--- config.mk ---
export PLATFORM = sky130hd
export DESIGN_NAME = mem_arbiter_flat
export DESIGN_NICKNAME = d
export VERILOG_FILES = /design/src/rtl/mem_arbiter_pkg.sv /design/src/rtl/mem_arbiter_if.sv /design/src/rtl/mem_arb_pick.sv /design/src/rtl/mem_arbiter.sv /design/src/flat_wrapper.sv
export SDC_FILE = /design/constraint.sdc
export NUM_CORES = 1
export LEC_CHECK = 0
export BUFFER_PORTS_ARGS = -buffer_cell sky130_fd_sc_hd__buf_2
export CORE_AREA = 4 4 124 97
export CTS_BUF_LIST = sky130_fd_sc_hd__clkbuf_2
export DETAILED_ROUTE_END_ITERATION = 10
export DIE_AREA = 0 0 128 101
export GPL_TIMING_DRIVEN = 0
export PLACE_DENSITY_LB_ADDON = 0.25
export SETUP_SLACK_MARGIN = 0.2
export SYNTH_ARGS = -nofsm -noshare
export SYNTH_HDL_FRONTEND = slang
export SYNTH_SLANG_ARGS = --single-unit
--- constraint.sdc ---
create_clock -name clk -period 2.37 [get_ports clk]
set_clock_uncertainty 0.15 [all_clocks]
set_input_delay 0.1185 -clock clk [delete_from_list [all_inputs] [get_ports clk]]
set_output_delay 0.1185 -clock clk [all_outputs]
set_load 0.005 [all_outputs]
--- src/rtl/mem_arbiter_pkg.sv ---
// ============================================================================
// Module      : mem_arbiter_pkg
// Description : Shared encodings and default widths for the IFU/LSU memory
//               arbiter.
// Revision    : 1.0 - initial release
// ============================================================================
`default_nettype none

package mem_arbiter_pkg;

    localparam int unsigned ARB_AW_DEF = 32;
    localparam int unsigned ARB_DW_DEF = 32;

    localparam logic [1:0] ARB_IDLE = 2'd0;
    localparam logic [1:0] ARB_REQ  = 2'd1;
    localparam logic [1:0] ARB_RESP = 2'd2;

    localparam logic OWN_IFU = 1'b0;
    localparam logic OWN_LSU = 1'b1;

    typedef enum logic [1:0] {
        ST_IDLE = ARB_IDLE,
        ST_REQ  = ARB_REQ,
        ST_RESP = ARB_RESP
    } arb_state_e;

endpackage

`default_nettype wire

--- src/rtl/mem_arbiter_if.sv ---
// ============================================================================
// Module      : mem_arbiter_if
// Description : Bundle of IFU, LSU and memory-side handshake signals around
//               the arbiter. slave = arbiter view, master = environment view.
// Revision    : 1.0 - initial release
// ============================================================================
`default_nettype none

interface mem_arbiter_if
    import mem_arbiter_pkg::*;
#(
    parameter int AW = ARB_AW_DEF,
    parameter int DW = ARB_DW_DEF
) ();

    logic              ifu_req_valid;
    logic              ifu_req_ready;
    logic [AW-1:0]     ifu_addr;
    logic              ifu_resp_valid;
    logic              ifu_resp_ready;
    logic [DW-1:0]     ifu_rdata;

    logic              lsu_req_valid;
    logic              lsu_req_ready;
    logic [AW-1:0]     lsu_addr;
    logic              lsu_wen;
    logic [DW-1:0]     lsu_wdata;
    logic [DW/8-1:0]   lsu_wmask;
    logic              lsu_resp_valid;
    logic              lsu_resp_ready;
    logic [DW-1:0]     lsu_rdata;

    logic              mem_req_valid;
    logic              mem_req_ready;
    logic [AW-1:0]     mem_addr;
    logic              mem_wen;
    logic [DW-1:0]     mem_wdata;
    logic [DW/8-1:0]   mem_wmask;
    logic              mem_resp_valid;
    logic              mem_resp_ready;
    logic [DW-1:0]     mem_rdata;

    logic              busy;

    modport slave (
        input  ifu_req_valid, ifu_addr, ifu_resp_ready,
        input  lsu_req_valid, lsu_addr, lsu_wen, lsu_wdata, lsu_wmask, lsu_resp_ready,
        input  mem_req_ready, mem_resp_valid, mem_rdata,
        output ifu_req_ready, ifu_resp_valid, ifu_rdata,
        output lsu_req_ready, lsu_resp_valid, lsu_rdata,
        output mem_req_valid, mem_addr, mem_wen, mem_wdata, mem_wmask, mem_resp_ready,
        output busy
    );

    modport master (
        output ifu_req_valid, ifu_addr, ifu_resp_ready,
        output lsu_req_valid, lsu_addr, lsu_wen, lsu_wdata, lsu_wmask, lsu_resp_ready,
        output mem_req_ready, mem_resp_valid, mem_rdata,
        input  ifu_req_ready, ifu_resp_valid, ifu_rdata,
        input  lsu_req_ready, lsu_resp_valid, lsu_rdata,
        input  mem_req_valid, mem_addr, mem_wen, mem_wdata, mem_wmask, mem_resp_ready,
        input  busy
    );

endinterface

`default_nettype wire

--- src/rtl/mem_arb_pick.sv ---
// ============================================================================
// Module      : mem_arb_pick
// Description : Combinational grant picker. A grant means "this side may fire
//               if it is valid". MEM_ARB_RR_EN selects round-robin on ties,
//               otherwise the LSU always wins.
// Revision    : 1.0 - initial release
// ============================================================================
`default_nettype none

module mem_arb_pick
    import mem_arbiter_pkg::*;
(
    input  logic i_ifu_valid,
    input  logic i_lsu_valid,
    input  logic i_last_owner,
    output logic grant_ifu,
    output logic grant_lsu
);

`ifdef MEM_ARB_RR_EN
    // A side is held off only when the other side is requesting and won less recently.
    assign grant_ifu = !i_lsu_valid || (i_last_owner == OWN_LSU);
    assign grant_lsu = !i_ifu_valid || (i_last_owner == OWN_IFU);
`else
    logic w_unused;

    assign grant_lsu = 1'b1;
    assign grant_ifu = !i_lsu_valid;
    assign w_unused  = i_ifu_valid ^ i_last_owner;
`endif

endmodule

`default_nettype wire

--- src/rtl/mem_arbiter.sv ---
// ============================================================================
// Module      : mem_arbiter
// Description : Shares one memory port between IFU (read-only) and LSU; the
//               grant is held from request acceptance to response handoff.
//               Define MEM_ARB_RR_EN for round-robin tie-breaking.
// Revision    : 1.0 - initial release
// ============================================================================
`default_nettype none

module mem_arbiter
    import mem_arbiter_pkg::*;
#(
    parameter int AW = ARB_AW_DEF,
    parameter int DW = ARB_DW_DEF
) (
    input  logic         clk,
    input  logic         rst,
    mem_arbiter_if.slave bus
);

    arb_state_e        r_state;
    arb_state_e        w_next_state;
    logic              r_owner;
    logic [AW-1:0]     r_addr;
    logic              r_wen;
    logic [DW-1:0]     r_wdata;
    logic [DW/8-1:0]   r_wmask;

    logic w_last_owner;
    logic w_grant_ifu;
    logic w_grant_lsu;
    logic w_ifu_req_ready;
    logic w_lsu_req_ready;
    logic w_ifu_fire;
    logic w_lsu_fire;
    logic w_mem_req_valid;
    logic w_mem_resp_ready;
    logic w_ifu_resp_valid;
    logic w_lsu_resp_valid;

`ifdef MEM_ARB_RR_EN
    logic r_last_owner;

    // Starts at LSU so that the IFU wins the first tie after reset.
    always_ff @(posedge clk) begin
        if (rst) begin
            r_last_owner <= OWN_LSU;
        end else if (w_lsu_fire) begin
            r_last_owner <= OWN_LSU;
        end else if (w_ifu_fire) begin
            r_last_owner <= OWN_IFU;
        end
    end

    assign w_last_owner = r_last_owner;
`else
    assign w_last_owner = OWN_LSU;
`endif

    mem_arb_pick u_pick (
        .i_ifu_valid  (bus.ifu_req_valid),
        .i_lsu_valid  (bus.lsu_req_valid),
        .i_last_owner (w_last_owner),
        .grant_ifu    (w_grant_ifu),
        .grant_lsu    (w_grant_lsu)
    );

    assign w_ifu_fire = bus.ifu_req_valid && w_ifu_req_ready;
    assign w_lsu_fire = bus.lsu_req_valid && w_lsu_req_ready;

    // Every handshake output is forced low while rst is high, whatever the state.
    always_comb begin
        w_next_state     = r_state;
        w_ifu_req_ready  = 1'b0;
        w_lsu_req_ready  = 1'b0;
        w_mem_req_valid  = 1'b0;
        w_mem_resp_ready = 1'b0;
        w_ifu_resp_valid = 1'b0;
        w_lsu_resp_valid = 1'b0;
        case (r_state)
            ST_IDLE: begin
                w_ifu_req_ready = !rst && w_grant_ifu;
                w_lsu_req_ready = !rst && w_grant_lsu;
                if ((bus.ifu_req_valid && w_ifu_req_ready) ||
                    (bus.lsu_req_valid && w_lsu_req_ready)) begin
                    w_next_state = ST_REQ;
                end
            end
            ST_REQ: begin
                w_mem_req_valid = !rst;
                if (bus.mem_req_ready) begin
                    w_next_state = ST_RESP;
                end
            end
            ST_RESP: begin
                w_mem_resp_ready = !rst && ((r_owner == OWN_LSU) ? bus.lsu_resp_ready
                                                                 : bus.ifu_resp_ready);
                w_ifu_resp_valid = !rst && (r_owner == OWN_IFU) && bus.mem_resp_valid;
                w_lsu_resp_valid = !rst && (r_owner == OWN_LSU) && bus.mem_resp_valid;
                if (bus.mem_resp_valid && w_mem_resp_ready) begin
                    w_next_state = ST_IDLE;
                end
            end
            default: begin
                w_next_state = ST_IDLE;
            end
        endcase
    end

    always_ff @(posedge clk) begin
        if (rst) begin
            r_state <= ST_IDLE;
            r_owner <= OWN_IFU;
            r_addr  <= '0;
            r_wen   <= 1'b0;
            r_wdata <= '0;
            r_wmask <= '0;
        end else begin
            r_state <= w_next_state;
            if (w_lsu_fire) begin
                r_owner <= OWN_LSU;
                r_addr  <= bus.lsu_addr;
                r_wen   <= bus.lsu_wen;
                r_wdata <= bus.lsu_wdata;
                r_wmask <= bus.lsu_wmask;
            end else if (w_ifu_fire) begin
                r_owner <= OWN_IFU;
                r_addr  <= bus.ifu_addr;
                r_wen   <= 1'b0;
                r_wdata <= '0;
                r_wmask <= '0;
            end
        end
    end

    assign bus.ifu_req_ready  = w_ifu_req_ready;
    assign bus.lsu_req_ready  = w_lsu_req_ready;
    assign bus.mem_req_valid  = w_mem_req_valid;
    assign bus.mem_addr       = r_addr;
    assign bus.mem_wen        = r_wen;
    assign bus.mem_wdata      = r_wdata;
    assign bus.mem_wmask      = r_wmask;
    assign bus.mem_resp_ready = w_mem_resp_ready;
    assign bus.ifu_resp_valid = w_ifu_resp_valid;
    assign bus.lsu_resp_valid = w_lsu_resp_valid;
    assign bus.ifu_rdata      = bus.mem_rdata;
    assign bus.lsu_rdata      = bus.mem_rdata;
    assign bus.busy           = !rst && (r_state != ST_IDLE);

endmodule

`default_nettype wire

--- src/flat_wrapper.sv ---
// flat-port wrapper written by rule: the top's interface ports become plain ports
module mem_arbiter_flat import mem_arbiter_pkg::*;
#(
    parameter int AW = ARB_AW_DEF,
    parameter int DW = ARB_DW_DEF
)
  (clk, rst, bus_ifu_req_valid, bus_ifu_addr, bus_ifu_resp_ready, bus_lsu_req_valid, bus_lsu_addr, bus_lsu_wen, bus_lsu_wdata, bus_lsu_wmask, bus_lsu_resp_ready, bus_mem_req_ready, bus_mem_resp_valid, bus_mem_rdata, bus_ifu_req_ready, bus_ifu_resp_valid, bus_ifu_rdata, bus_lsu_req_ready, bus_lsu_resp_valid, bus_lsu_rdata, bus_mem_req_valid, bus_mem_addr, bus_mem_wen, bus_mem_wdata, bus_mem_wmask, bus_mem_resp_ready, bus_busy);
  mem_arbiter_if #(.AW(AW), .DW(DW)) bus_i ();
  input  logic clk;
  input  logic rst;
  input wire logic [$bits(bus_i.ifu_req_valid)-1:0] bus_ifu_req_valid;
  input wire logic [$bits(bus_i.ifu_addr)-1:0] bus_ifu_addr;
  input wire logic [$bits(bus_i.ifu_resp_ready)-1:0] bus_ifu_resp_ready;
  input wire logic [$bits(bus_i.lsu_req_valid)-1:0] bus_lsu_req_valid;
  input wire logic [$bits(bus_i.lsu_addr)-1:0] bus_lsu_addr;
  input wire logic [$bits(bus_i.lsu_wen)-1:0] bus_lsu_wen;
  input wire logic [$bits(bus_i.lsu_wdata)-1:0] bus_lsu_wdata;
  input wire logic [$bits(bus_i.lsu_wmask)-1:0] bus_lsu_wmask;
  input wire logic [$bits(bus_i.lsu_resp_ready)-1:0] bus_lsu_resp_ready;
  input wire logic [$bits(bus_i.mem_req_ready)-1:0] bus_mem_req_ready;
  input wire logic [$bits(bus_i.mem_resp_valid)-1:0] bus_mem_resp_valid;
  input wire logic [$bits(bus_i.mem_rdata)-1:0] bus_mem_rdata;
  output wire logic [$bits(bus_i.ifu_req_ready)-1:0] bus_ifu_req_ready;
  output wire logic [$bits(bus_i.ifu_resp_valid)-1:0] bus_ifu_resp_valid;
  output wire logic [$bits(bus_i.ifu_rdata)-1:0] bus_ifu_rdata;
  output wire logic [$bits(bus_i.lsu_req_ready)-1:0] bus_lsu_req_ready;
  output wire logic [$bits(bus_i.lsu_resp_valid)-1:0] bus_lsu_resp_valid;
  output wire logic [$bits(bus_i.lsu_rdata)-1:0] bus_lsu_rdata;
  output wire logic [$bits(bus_i.mem_req_valid)-1:0] bus_mem_req_valid;
  output wire logic [$bits(bus_i.mem_addr)-1:0] bus_mem_addr;
  output wire logic [$bits(bus_i.mem_wen)-1:0] bus_mem_wen;
  output wire logic [$bits(bus_i.mem_wdata)-1:0] bus_mem_wdata;
  output wire logic [$bits(bus_i.mem_wmask)-1:0] bus_mem_wmask;
  output wire logic [$bits(bus_i.mem_resp_ready)-1:0] bus_mem_resp_ready;
  output wire logic [$bits(bus_i.busy)-1:0] bus_busy;
  assign bus_i.ifu_req_valid = bus_ifu_req_valid;
  assign bus_i.ifu_addr = bus_ifu_addr;
  assign bus_i.ifu_resp_ready = bus_ifu_resp_ready;
  assign bus_i.lsu_req_valid = bus_lsu_req_valid;
  assign bus_i.lsu_addr = bus_lsu_addr;
  assign bus_i.lsu_wen = bus_lsu_wen;
  assign bus_i.lsu_wdata = bus_lsu_wdata;
  assign bus_i.lsu_wmask = bus_lsu_wmask;
  assign bus_i.lsu_resp_ready = bus_lsu_resp_ready;
  assign bus_i.mem_req_ready = bus_mem_req_ready;
  assign bus_i.mem_resp_valid = bus_mem_resp_valid;
  assign bus_i.mem_rdata = bus_mem_rdata;
  assign bus_ifu_req_ready = bus_i.ifu_req_ready;
  assign bus_ifu_resp_valid = bus_i.ifu_resp_valid;
  assign bus_ifu_rdata = bus_i.ifu_rdata;
  assign bus_lsu_req_ready = bus_i.lsu_req_ready;
  assign bus_lsu_resp_valid = bus_i.lsu_resp_valid;
  assign bus_lsu_rdata = bus_i.lsu_rdata;
  assign bus_mem_req_valid = bus_i.mem_req_valid;
  assign bus_mem_addr = bus_i.mem_addr;
  assign bus_mem_wen = bus_i.mem_wen;
  assign bus_mem_wdata = bus_i.mem_wdata;
  assign bus_mem_wmask = bus_i.mem_wmask;
  assign bus_mem_resp_ready = bus_i.mem_resp_ready;
  assign bus_busy = bus_i.busy;
  mem_arbiter #(.AW(AW), .DW(DW)) u_core (.clk(clk), .rst(rst), .bus(bus_i));
endmodule
==> impl_metrics.toml, run 1 <==
[timing]
period_share_pct = 83.3
setup-violations-final = 0
grt_setup_unrepaired = "false"
final.min_clock_period_ns = 1.97
timing.slew.headroom_pct = 65.6
timing.setup.tns_ns = 0
final_hold_viol_count = 0
worst_pin_slew_ns = 0.513
max_freq_ghz = 0.507
drv_slew = 0

[critical_path]
timing.critical_path.from_type = "flop"
critPathMaxFanout = 10
timing.rr.end = "u_core.bus.mem_wdata[6]"
setup.worst_path.class = "flop to flop"
reg2reg_slack_ns = 0.40
arrival_ns = 2.25
worst-r2r-cell-count = 6
crit_start = "u_core.r_state[1]"
critical_path.endpoint_type = "flop"
timing.rr.start = "u_core.r_state[1]"
required_ns = 2.65
crit_path_end = "u_core.bus.mem_wdata[6]"

[clocking]
cts.sinks = 72
clock_tree_from_tritoncts = "yes"
clkLatencyLatePin_ns = 0.48
cts_inserted_buffers = 9
cts_setup_buffers = 0
clk_root_buffer_cell = "clkbuf_2"
cts_htree_levels = 3
clockBufferDepth = 2
cts.clk_slew.worst_paths_ns = 0.19

[synth]
yosys_warnings = 0
synth-simple-area-share_pct = 3.55
multiplexer_share_of_the_synthesized_area_pct = 0.315
synth.net_count = 458
synth_seq_area_share_pct = 45.4
synth-seq-cells = 72
dominant_combinational_cell_family_by_area_after_synthesis = "compound AO/OA/AOI/OAI gates"
netlist_area_sq_um = 3180
synth_area_per_cell_sq_um = 10.0
postSynth.asyncResetShare_pct = 0
yosys.area_share.adder_pct = 0
synth.distinct_cells = 27
synth-edff-count = 0
synth_xor_xnor_area_share_pct = 0
postSynthCellCount = 317
synth_top_flop_cell = "dfxtp_1"
synth_compound_area_share_pct = 27.5

[finish]
finalNetCount = 823
final-seq-area_sq_um = 1440
instances_no_fill = 826
diodes = 0
areaGrowthSynthToFinish_pct = 81.2
multi_input_area_sq_um = 997
post_route_cells_drive_above_1_share_pct = 50.1
fillCellCount = 974

[min_path]
worst_hold_path_type = "primary input to flop"

[power]
leakage_nw = 3.06
p_seq_share_pct = 48.8
pwr-share-comb_pct = 28.6
pwr_density_cell_nw_per_um2 = 492
swShare_pct = 27.8
vdd_drop_max_uv = 275
power_switching_uw = 787
power.clock.fraction_pct = 22.6
power_report.internal_total_mw = 2.04

[floorplan]
placeableCoreArea_sq_um = 10700
floorplan.io_pins = 281
design.die.area_sq_um = 12900
die_height_um = 101
die_width_um = 128
initial_utilization_pct = 29.6
placementRows = 33

[global_route]
grt_use_total_pct = 17.1
pin_count_of_the_biggest_net_entering_global_routing = 12
number_of_antenna_violations_at_the_first_check_in_global_routing = 0
grt_pass1_vias = 3821
grt_overflow = 0
wire_length_of_the_first_global_routing_pass_um = 17800

[routing]
dr.pass1.iters = 4
detailroute.via_count = 3676
ant_nets = 0
detail_route.iter0.violations = 111
avgRoutedWirePerCell_um = 13.8
routed_wirelength_um = 11400
detail_route.drc_violations = 0
via_per_inst = 4.45

[placement]
gpl.final_weighted_congestion = 0.748
placedCellCount = 705
dp_hpwl_um = 7970
numPortBuffers = 248

[flow_run]
cap_violations = 0

[status]
status = "finished, final reports clean"
cells by family (layout without fill, tap and decap cells):
kind of cell / Yosys count / in the layout
compound gates: 105 / 105
flops: 72 / 72
mux: 1 / 1
simple gates: 19 / 19
buf+inv: 120 / 489
how the worst min path moves through the flow:
stage	from	slack, ns	cells past startpoint	end
final	bus_lsu_wdata[8]	0.23	3	u_core.bus.mem_wdata[8]
after global placement	bus_lsu_wdata[12]	0.19	2	u_core.bus.mem_wdata[12]
after global routing	bus_lsu_wdata[23]	0.14	3	u_core.bus.mem_wdata[23]
after detailed placement	bus_lsu_wdata[23]	0.19	2	u_core.bus.mem_wdata[23]
after CTS	bus_lsu_wdata[27]	0.14	3	u_core.bus.mem_wdata[27]
after floorplan	bus_lsu_wdata[0]	0.10	1	u_core.bus.mem_wdata[0]
cells in the mapped netlist (2+ instances only):
cell type / count / area share (%)
dfxtp_1: 72 / 45
buf_4: 64 / 15
a22o_1: 37 / 10
a21oi_1: 33 / 5.2
inv_1: 33 / 3.9
o221a_1: 30 / 11
clkbuf_1: 11 / 1.3
buf_2: 7 / 1.1
nor2_1: 6 / 0.71
buf_6: 5 / 1.8
nor2b_1: 2 / 0.39
o221a_2: 2 / 0.71
sequential cells by signal (all words and copies together), names as in the netlist:
signal                flops
u_core.r_state            2
u_core.bus.mem_addr      32
u_core.r_owner            1
u_core.bus.mem_wmask      4
u_core.bus.mem_wdata     32
u_core.bus.mem_wen        1
layout by cell type, fill, tap and decap left out:
cell and count:
or3b_1 1, buf_6 5, mux2i_1 1, nor2_1 6, clkbuf_1 10, a22o_1 37, a21oi_2 1, buf_4 64
inv_1 33, nor3b_2 1, nor3b_1 1, or2_2 1, clkinv_2 3, and2_1 1, o221a_2 2, o32ai_1 1
clkbuf_2 11, dlygate4sd3_1 106, clkinv_1 1, nor2b_1 2, a21o_1 1, dfxtp_1 72, nor4_1 1, a21oi_1 33
buf_2 255, nand2_1 1, and4_1 1, nor3_1 1, bufinv_16 1, nand2b_1 1, o221a_1 30, or2_1 1
power groups by stage:
| stage | Clock [mW] | Sequential, mW | Combinational [mW] |
|---|---|---|---|
| final | 0.640 | 1.38 | 0.808 |
| after global routing | 0.730 | 1.39 | 0.890 |
| after CTS | 0.681 | 1.38 | 0.810 |
| after detailed placement | 0 | 1.40 | 0.672 |
| after global placement | 0 | 1.40 | 0.662 |
| after floorplan | 0 | 1.41 | 0.335 |
per-stage QoR:
stage	power, mW	setup slack [ns]	utilization (%)	hold WS, ns	area, sq um
floorplan	1.75	0.634	-	0.101	3180
global placement	2.07	0.453	42.8	0.185	4590
detailed placement	2.07	0.434	42.8	0.193	4590
CTS	2.87	0.341	53.6	0.143	5750
global route	3.01	0.230	53.6	0.140	5750
finish	2.83	0.396	53.6	0.226	5750
critical path, cell delays in order, from the launching register on:
cell,delay (ns)
dfxtp_1,0.35
buf_6,0.12
nor3b_2,0.46
nor2b_1,0.18
buf_2,0.21
buf_2,0.27
a22o_1,0.18
what timing repair did:
item / CTS / global route
endpoints found under the hold margin: 72 / 0
hold buffers: 106 / 0
resized for setup: 0 / 2
setup endpoints to repair: 0 / 1
layout make-up:
type	count	share of cell area, %
plain buffers	87	10.7
well taps	140	3.04
flip-flops and latches	72	25.1
multi-input cells	125	17.3
repair buffers	354	40.0
clock inverters	5	0.848
clock buffers	10	0.870
inverters	33	2.15
routing by layer:
layer | vias up | GRT usage [%] | share of wire (%)
met5 | - | 0 | 0
met4 | 0 | 7.42 | 2.5
met3 | 28 | 5.08 | 8.6
met2 | 178 | 30.2 | 50
met1 | 1684 | 19.1 | 39
li1 | 1786 | - | -
No activity file was read; power rests on OpenSTA's default activity.
==> inputs of run 2 (changes only) <==
--- a/config.mk
+++ b/config.mk
@@ -5,11 +5,12 @@
 export SDC_FILE = /design/constraint.sdc
 export NUM_CORES = 1
 export LEC_CHECK = 0
+export ABC_AREA = 1
 export BUFFER_PORTS_ARGS = -buffer_cell sky130_fd_sc_hd__buf_2
-export CORE_AREA = 4 4 124 97
+export CORE_AREA = 4 4 135 104
 export CTS_BUF_LIST = sky130_fd_sc_hd__clkbuf_2
 export DETAILED_ROUTE_END_ITERATION = 10
-export DIE_AREA = 0 0 128 101
+export DIE_AREA = 0 0 139 108
 export GPL_TIMING_DRIVEN = 0
 export PLACE_DENSITY_LB_ADDON = 0.25
 export SETUP_SLACK_MARGIN = 0.2
==> constraint.sdc (replaced) <==
create_clock -name clk -period 1.7 [get_ports clk]
set_clock_uncertainty 0.15 [all_clocks]
set_input_delay 0.085 -clock clk [delete_from_list [all_inputs] [get_ports clk]]
set_output_delay 0.085 -clock clk [all_outputs]
set_load 0.005 [all_outputs]
==> run 2 against run 1 <==
Effect of this change:
- maximum frequency grew 20%
- wire length grew 42%
- critical endpoint is now u_core.bus.mem_addr[18]
- die area grew 16%
- flip-flop and latch count is the same
- synthesized cell count grew 70%
- the run now ends with negative hold slack left
- critical path type unchanged
- largest power group unchanged
- hold slack lost 0.52 ns
- area after synthesis grew 18%
==> impl_metrics.toml, run 2 <==
[routing]
ant_nets = 0
routed_wirelength_um = 16200
detail_route.iter0.violations = 199
detail_route.drc_violations = 0
detailroute.via_count = 4893
avgRoutedWirePerCell_um = 14.6
via_per_inst = 4.42
dr.pass1.iters = 4

[synth]
synth-seq-cells = 72
synth_seq_area_share_pct = 38.4
synth_top_area_cell = "dfxtp_1"
synth_common_cells = "nand2_1 (146), inv_1 (73), dfxtp_1 (72), buf_4 (67), a21oi_1 (60)"
synth.net_count = 681
yosys_warnings = 0
synth_area_per_cell_sq_um = 6.95
synth.distinct_cells = 22
netlist_area_sq_um = 3750
yosys.cell_count.top_type = "nand2_1"
postSynthCellCount = 540
ys_top_cells_by_area = "dfxtp_1 (38%), nand2_1 (15%), buf_4 (13%)"
synthDominantCellAreaShare_pct = 38.4
synth_top_flop_cell = "dfxtp_1"
postSynth.asyncResetShare_pct = 0
synth-edff-count = 0

[finish]
post_route_cells_drive_above_1_share_pct = 55.7
areaGrowthSynthToFinish_pct = 104
layout.cells.most_common_list = "buf_2 (253), dlygate4sd3_1 (107), nand2_1 (90)"
commonest_non_fill_non_tap_cell_in_the_layout = "buf_2"
finalNetCount = 1073
design_area_sq_um = 7640
diodes = 0

[critical_path]
critical_path.endpoint_type = "flop"
setup.worst_path.class = "flop to flop"
timing.critical_path.from_type = "flop"
arrival_ns = 1.97
critPathMaxFanout = 5
required_ns = 2.02

[clocking]
cts.clk_slew.worst_paths_ns = 0.20
cts_inserted_buffers = 9
clock_tree_from_tritoncts = "yes"
clk_root_buffer_cell = "clkbuf_2"
clockBufferDepth = 2
cts.sinks = 72
clkLatencyLatePin_ns = 0.50
cts_htree_levels = 3

[floorplan]
initial_utilization_pct = 29.4
floorplan.io_pins = 281
die_width_um = 139
design.die.area_sq_um = 15000
die_height_um = 108
placementRows = 36
placeableCoreArea_sq_um = 12800

[global_route]
grt_pass1_vias = 4710
pin_count_of_the_biggest_net_entering_global_routing = 15
grt_overflow = 0
grt_use_total_pct = 18.6
wire_length_of_the_first_global_routing_pass_um = 22900
number_of_antenna_violations_at_the_first_check_in_global_routing = 0

[timing]
drv_slew = 0
worst_pin_slew_ns = 0.727
final.min_clock_period_ns = 1.65
timing.setup.tns_ns = 0
finalHoldWorstSlack_ns = -0.297
timing.slew.headroom_pct = 51.5
grt_setup_unrepaired = "true"
final_hold_viol_count = 2
max_freq_ghz = 0.606
setup-violations-final = 0
period_share_pct = 97.1

[status]
failed_checks = "negative hold slack"
status = "complete, but fails checks"

[power]
leakage_nw = 3.94
vdd_drop_max_uv = 360
pwr_density_cell_nw_per_um2 = 637

[placement]
numPortBuffers = 247
placed_cell_area_sq_um = 5200
dp_hpwl_um = 9620
gpl.final_weighted_congestion = 0.817

[min_path]
worst_hold_path_type = "primary input to flop"

[flow_run]
cap_violations = 0
[run 2: changes by cell type after synthesis, sizes merged, moves of 2 or more]
cell	change
nor3b	-2
inv	+41
buf	+14
nand3	+43
o21ai	+3
a22o	-37
a21oi	+26
o221a	-32
nand2	+146
clkbuf	-3
nor2b	-2
or2	-2
nand4	+32
[run 2: final cells by class]
| class | instances | area, sq um |
|---|---|---|
| Clock buffer | 9 | 45.0 |
| Fill cell | 1124 | 5150 |
| Timing Repair Buffer | 378 | 2680 |
| Inverter | 75 | 297 |
| Multi-Input combinational cell | 297 | 2090 |
| Clock inverter | 7 | 76.3 |
| Buffer | 98 | 779 |
| Timing Repair inverter | 1 | 8.76 |
| Sequential cell | 72 | 1450 |
| Tap cell | 171 | 214 |
[run 2: kinds of logic (layout without fill, tap and decap cells)]
family,Yosys count,in the layout,share of synthesized area [%]
AND/OR/NAND/NOR,232,234,28.1
buffers and inverters,173,568,25.2
flip-flops,72,72,38.4
AO/OA/AOI/OAI,63,63,8.40
[run 2: repair_timing]
action,in CTS,in global routing
endpoints found under the setup margin,68,67
cloned,6,9
setup buffers,10,2
resized for setup,89,157
pin swaps,40,55
hold endpoints to repair,72,3
hold buffers,106,1
[run 2: path summary, 6_finish.rpt]
kind | cells after the start | to | startpoint | slack [ns]
max | 9 | u_core.bus.mem_addr[18] | u_core.r_state[0] | 0.05
min | 4 | u_core.r_state[1] | rst | -0.30
max reg2reg | 9 | u_core.bus.mem_addr[18] | u_core.r_state[0] | 0.05
min reg2reg | 2 | u_core.bus.mem_wdata[3] | u_core.bus.mem_wdata[3] | 0.33
[run 2: per-stage QoR]
stage                     instances  total power [mW]  utilization, %  setup WS (ns)
after floorplan                 540              2.60               -          0.368
after global placement          958              3.09            40.7          0.113
after detailed placement        958              3.09            40.7          0.131
after CTS                      1096              4.57            53.6        -0.0193
after global routing           1108              5.15            59.7        -0.0374
final                          1108              4.87            59.7         0.0495
[run 2: critical path: stages (launching register included)]
cell and delay [ns]:
dfxtp_4 0.41, nor2_8 0.16, buf_6 0.15, buf_12 0.10, buf_6 0.08, nand3_4 0.14, buf_6 0.19, a21oi_1 0.12
nand2_1 0.07, inv_1 0.04
[run 2: routing by layer]
layer	track usage, %	wire, um
met4	5.52	321
met2	31.6	8020
met1	22.9	6740
met3	5.79	1090
met5	0	0
[run 2: where the power goes]
part	leakage (nW)	total (mW)	internal, mW	switching, mW
registers	0.592	1.93	1.84	0.0872
clock network	0.0709	1.04	0.353	0.685
logic	3.28	1.90	1.01	0.899
total	3.94	4.87	3.20	1.67
==> inputs of run 3 (changes only) <==
==> constraint.sdc (replaced) <==
create_clock -name clk -period 1.4 [get_ports clk]
set_clock_uncertainty 0.15 [all_clocks]
set_input_delay 0.07 -clock clk [delete_from_list [all_inputs] [get_ports clk]]
set_output_delay 0.07 -clock clk [all_outputs]
set_load 0.005 [all_outputs]
==> run 3 against run 2 <==
Effect of this change:
- the run ends with negative hold slack, negative setup slack left
- via count is 3.4% lower
- die area did not move
- hold slack worse by 0.045 ns
- sequential share of layout area increased by 2.5 points
- core utilization decreased by 3.8 points
- clock-buffer cell count is the same
==> impl_metrics.toml, run 3 (synthesized netlist as in run 2, its figures left out) <==
[timing]
drv_slew = 0
timing.final.ws_setup_ns = -0.295
finalHoldWorstSlack_ns = -0.342
timing.slew.headroom_pct = 59.9
period_share_pct = 121
grt_setup_unrepaired = "true"
max_freq_ghz = 0.590
timing.setup.tns_ns = -15.48
final.min_clock_period_ns = 1.70
worst_pin_slew_ns = 0.601
setup-violations-final = 78
final_hold_viol_count = 4

[floorplan]
design.die.area_sq_um = 15000
die_height_um = 108
die_width_um = 139
placeableCoreArea_sq_um = 12800
floorplan.io_pins = 281
initial_utilization_pct = 29.4
placementRows = 36

[critical_path]
timing.critical_path.max_delay_family = "flip-flops"
critical-path-max-stage-delay_ns = 0.41
worst_path_max_delay_cell = "dfxtp_4"
reg2reg_slack_ns = -0.26
crit_start = "u_core.r_state[0]"
timing.rr.start = "u_core.r_state[0]"
timing.critical_path.from_type = "flop"
timing.critical_path.cells = "nor2_8 -> buf_12 -> nand2_8 -> nor2_4 -> buf_2"
critPathMaxFanout = 4
required_ns = 1.18
arrival_ns = 1.48
critical_path.endpoint_type = "primary output"
critPathBufInv = 2
setup.worst_path.class = "flop to primary output"

[clocking]
clock_tree_from_tritoncts = "yes"
post_cts_hold_buffers = 106
cts.clk_slew.worst_paths_ns = 0.22
clkLatencyLatePin_ns = 0.53
cts_htree_levels = 3
clockBufferDepth = 2
cts_inserted_buffers = 9
cts.sinks = 72
clk_root_buffer_cell = "clkbuf_2"

[finish]
fillCellCount = 1186
instances_no_fill = 1094
layout.cells.most_common_list = "buf_2 (197), nand2_1 (142), dlygate4sd3_1 (106)"
diodes = 0
final_core_utilization_pct = 55.9
design_area_sq_um = 7150
finalNetCount = 1059
areaGrowthSynthToFinish_pct = 90.5
commonest_non_fill_non_tap_cell_in_the_layout = "buf_2"
post_route_cells_drive_above_1_share_pct = 49.8

[routing]
avgRoutedWirePerCell_um = 13.7
via_per_inst = 4.32
detailroute.via_count = 4729
dr.pass1.iters = 4
routed_wirelength_um = 15000
detail_route.drc_violations = 0
detail_route.iter0.violations = 133
ant_nets = 0

[global_route]
grt_overflow = 0
wire_length_of_the_first_global_routing_pass_um = 22700
grt_use_total_pct = 18.4
number_of_antenna_violations_at_the_first_check_in_global_routing = 1
pin_count_of_the_biggest_net_entering_global_routing = 15
grt_pass1_vias = 4617

[power]
leakage_nw = 3.64
pwr_density_cell_nw_per_um2 = 792
vdd_drop_max_uv = 569
report.power.total_mw = 5.66

[placement]
gpl.final_weighted_congestion = 0.842
numPortBuffers = 247
placedCellCount = 958
dp_hpwl_um = 9760
placed_cell_area_sq_um = 5230
place_worst_setup_slack_ns = -0.179

[status]
failed_checks = "negative hold slack, negative setup slack"
status = "complete, but fails checks"

[min_path]
worst_hold_path_type = "primary input to flop"
worst_hold_startpoint = "rst"

[flow_run]
cap_violations = 0
## run 3: changes by cell type in the layout (fill, tap and decap cells not counted), moves of 11 or more
| cell | previous run | this run |
|---|---|---|
| buf_4 | 68 | 79 |
| buf_2 | 253 | 197 |
| a21oi_1 | 29 | 54 |
| dfxtp_1 | 69 | 0 |
| nand2_4 | 38 | 0 |
| a21oi_2 | 31 | 6 |
| nand2_2 | 19 | 4 |
| nand3_1 | 0 | 39 |
| nand3_2 | 41 | 2 |
| buf_6 | 14 | 65 |
| dfxtp_2 | 1 | 69 |
| nand2_1 | 90 | 142 |
## run 3: repair_timing
item,in CTS,in global routing
gates resized for setup,107,63
cloned,0,1
pin swaps,1,4
setup buffers,3,10
endpoints found under the setup margin,147,147
hold endpoints to repair,72,4
## run 3: worst min-delay path, cell delays in order
cell	delay, ns
buf_2	0.11
nor3_2	0.06
inv_1	0.06
o21ai_2	0.04
## run 3: final timing paths
check | end | cells past startpoint
hold / removal | u_core.r_state[0] | 4
setup / recovery | bus_ifu_req_ready | 5
hold reg to reg | u_core.bus.mem_wdata[2] | 2
setup reg to reg | u_core.bus.mem_addr[18] | 9
## run 3: power breakdown
part | total, mW | switching, mW | internal, mW
Combinational | 2.00 | 0.859 | 1.14
Sequential | 2.40 | 0.133 | 2.27
Clock | 1.26 | 0.844 | 0.420
Total | 5.66 | 1.84 | 3.83
## run 3: area by class of cell
class / instances / area (sq um) / share of cell area, %
clock inverter: 7 / 77.6 / 1.08
timing repair buffer: 367 / 2790 / 39.0
clock buffer: 9 / 45.0 / 0.630
buffer: 98 / 729 / 10.2
inverter: 75 / 294 / 4.11
sequential: 72 / 1540 / 21.5
multi-input combinational: 295 / 1460 / 20.4
tap: 171 / 214 / 2.99
## run 3: layer usage
layer | global-route usage [%] | vias up | part of all wire, %
met3 | 6.94 | 22 | 8.1
met2 | 30.4 | 186 | 49
met5 | 0 | - | 0.047
met1 | 22.8 | 2130 | 42
li1 | - | 2389 | -
met4 | 4.61 | 2 | 1.7
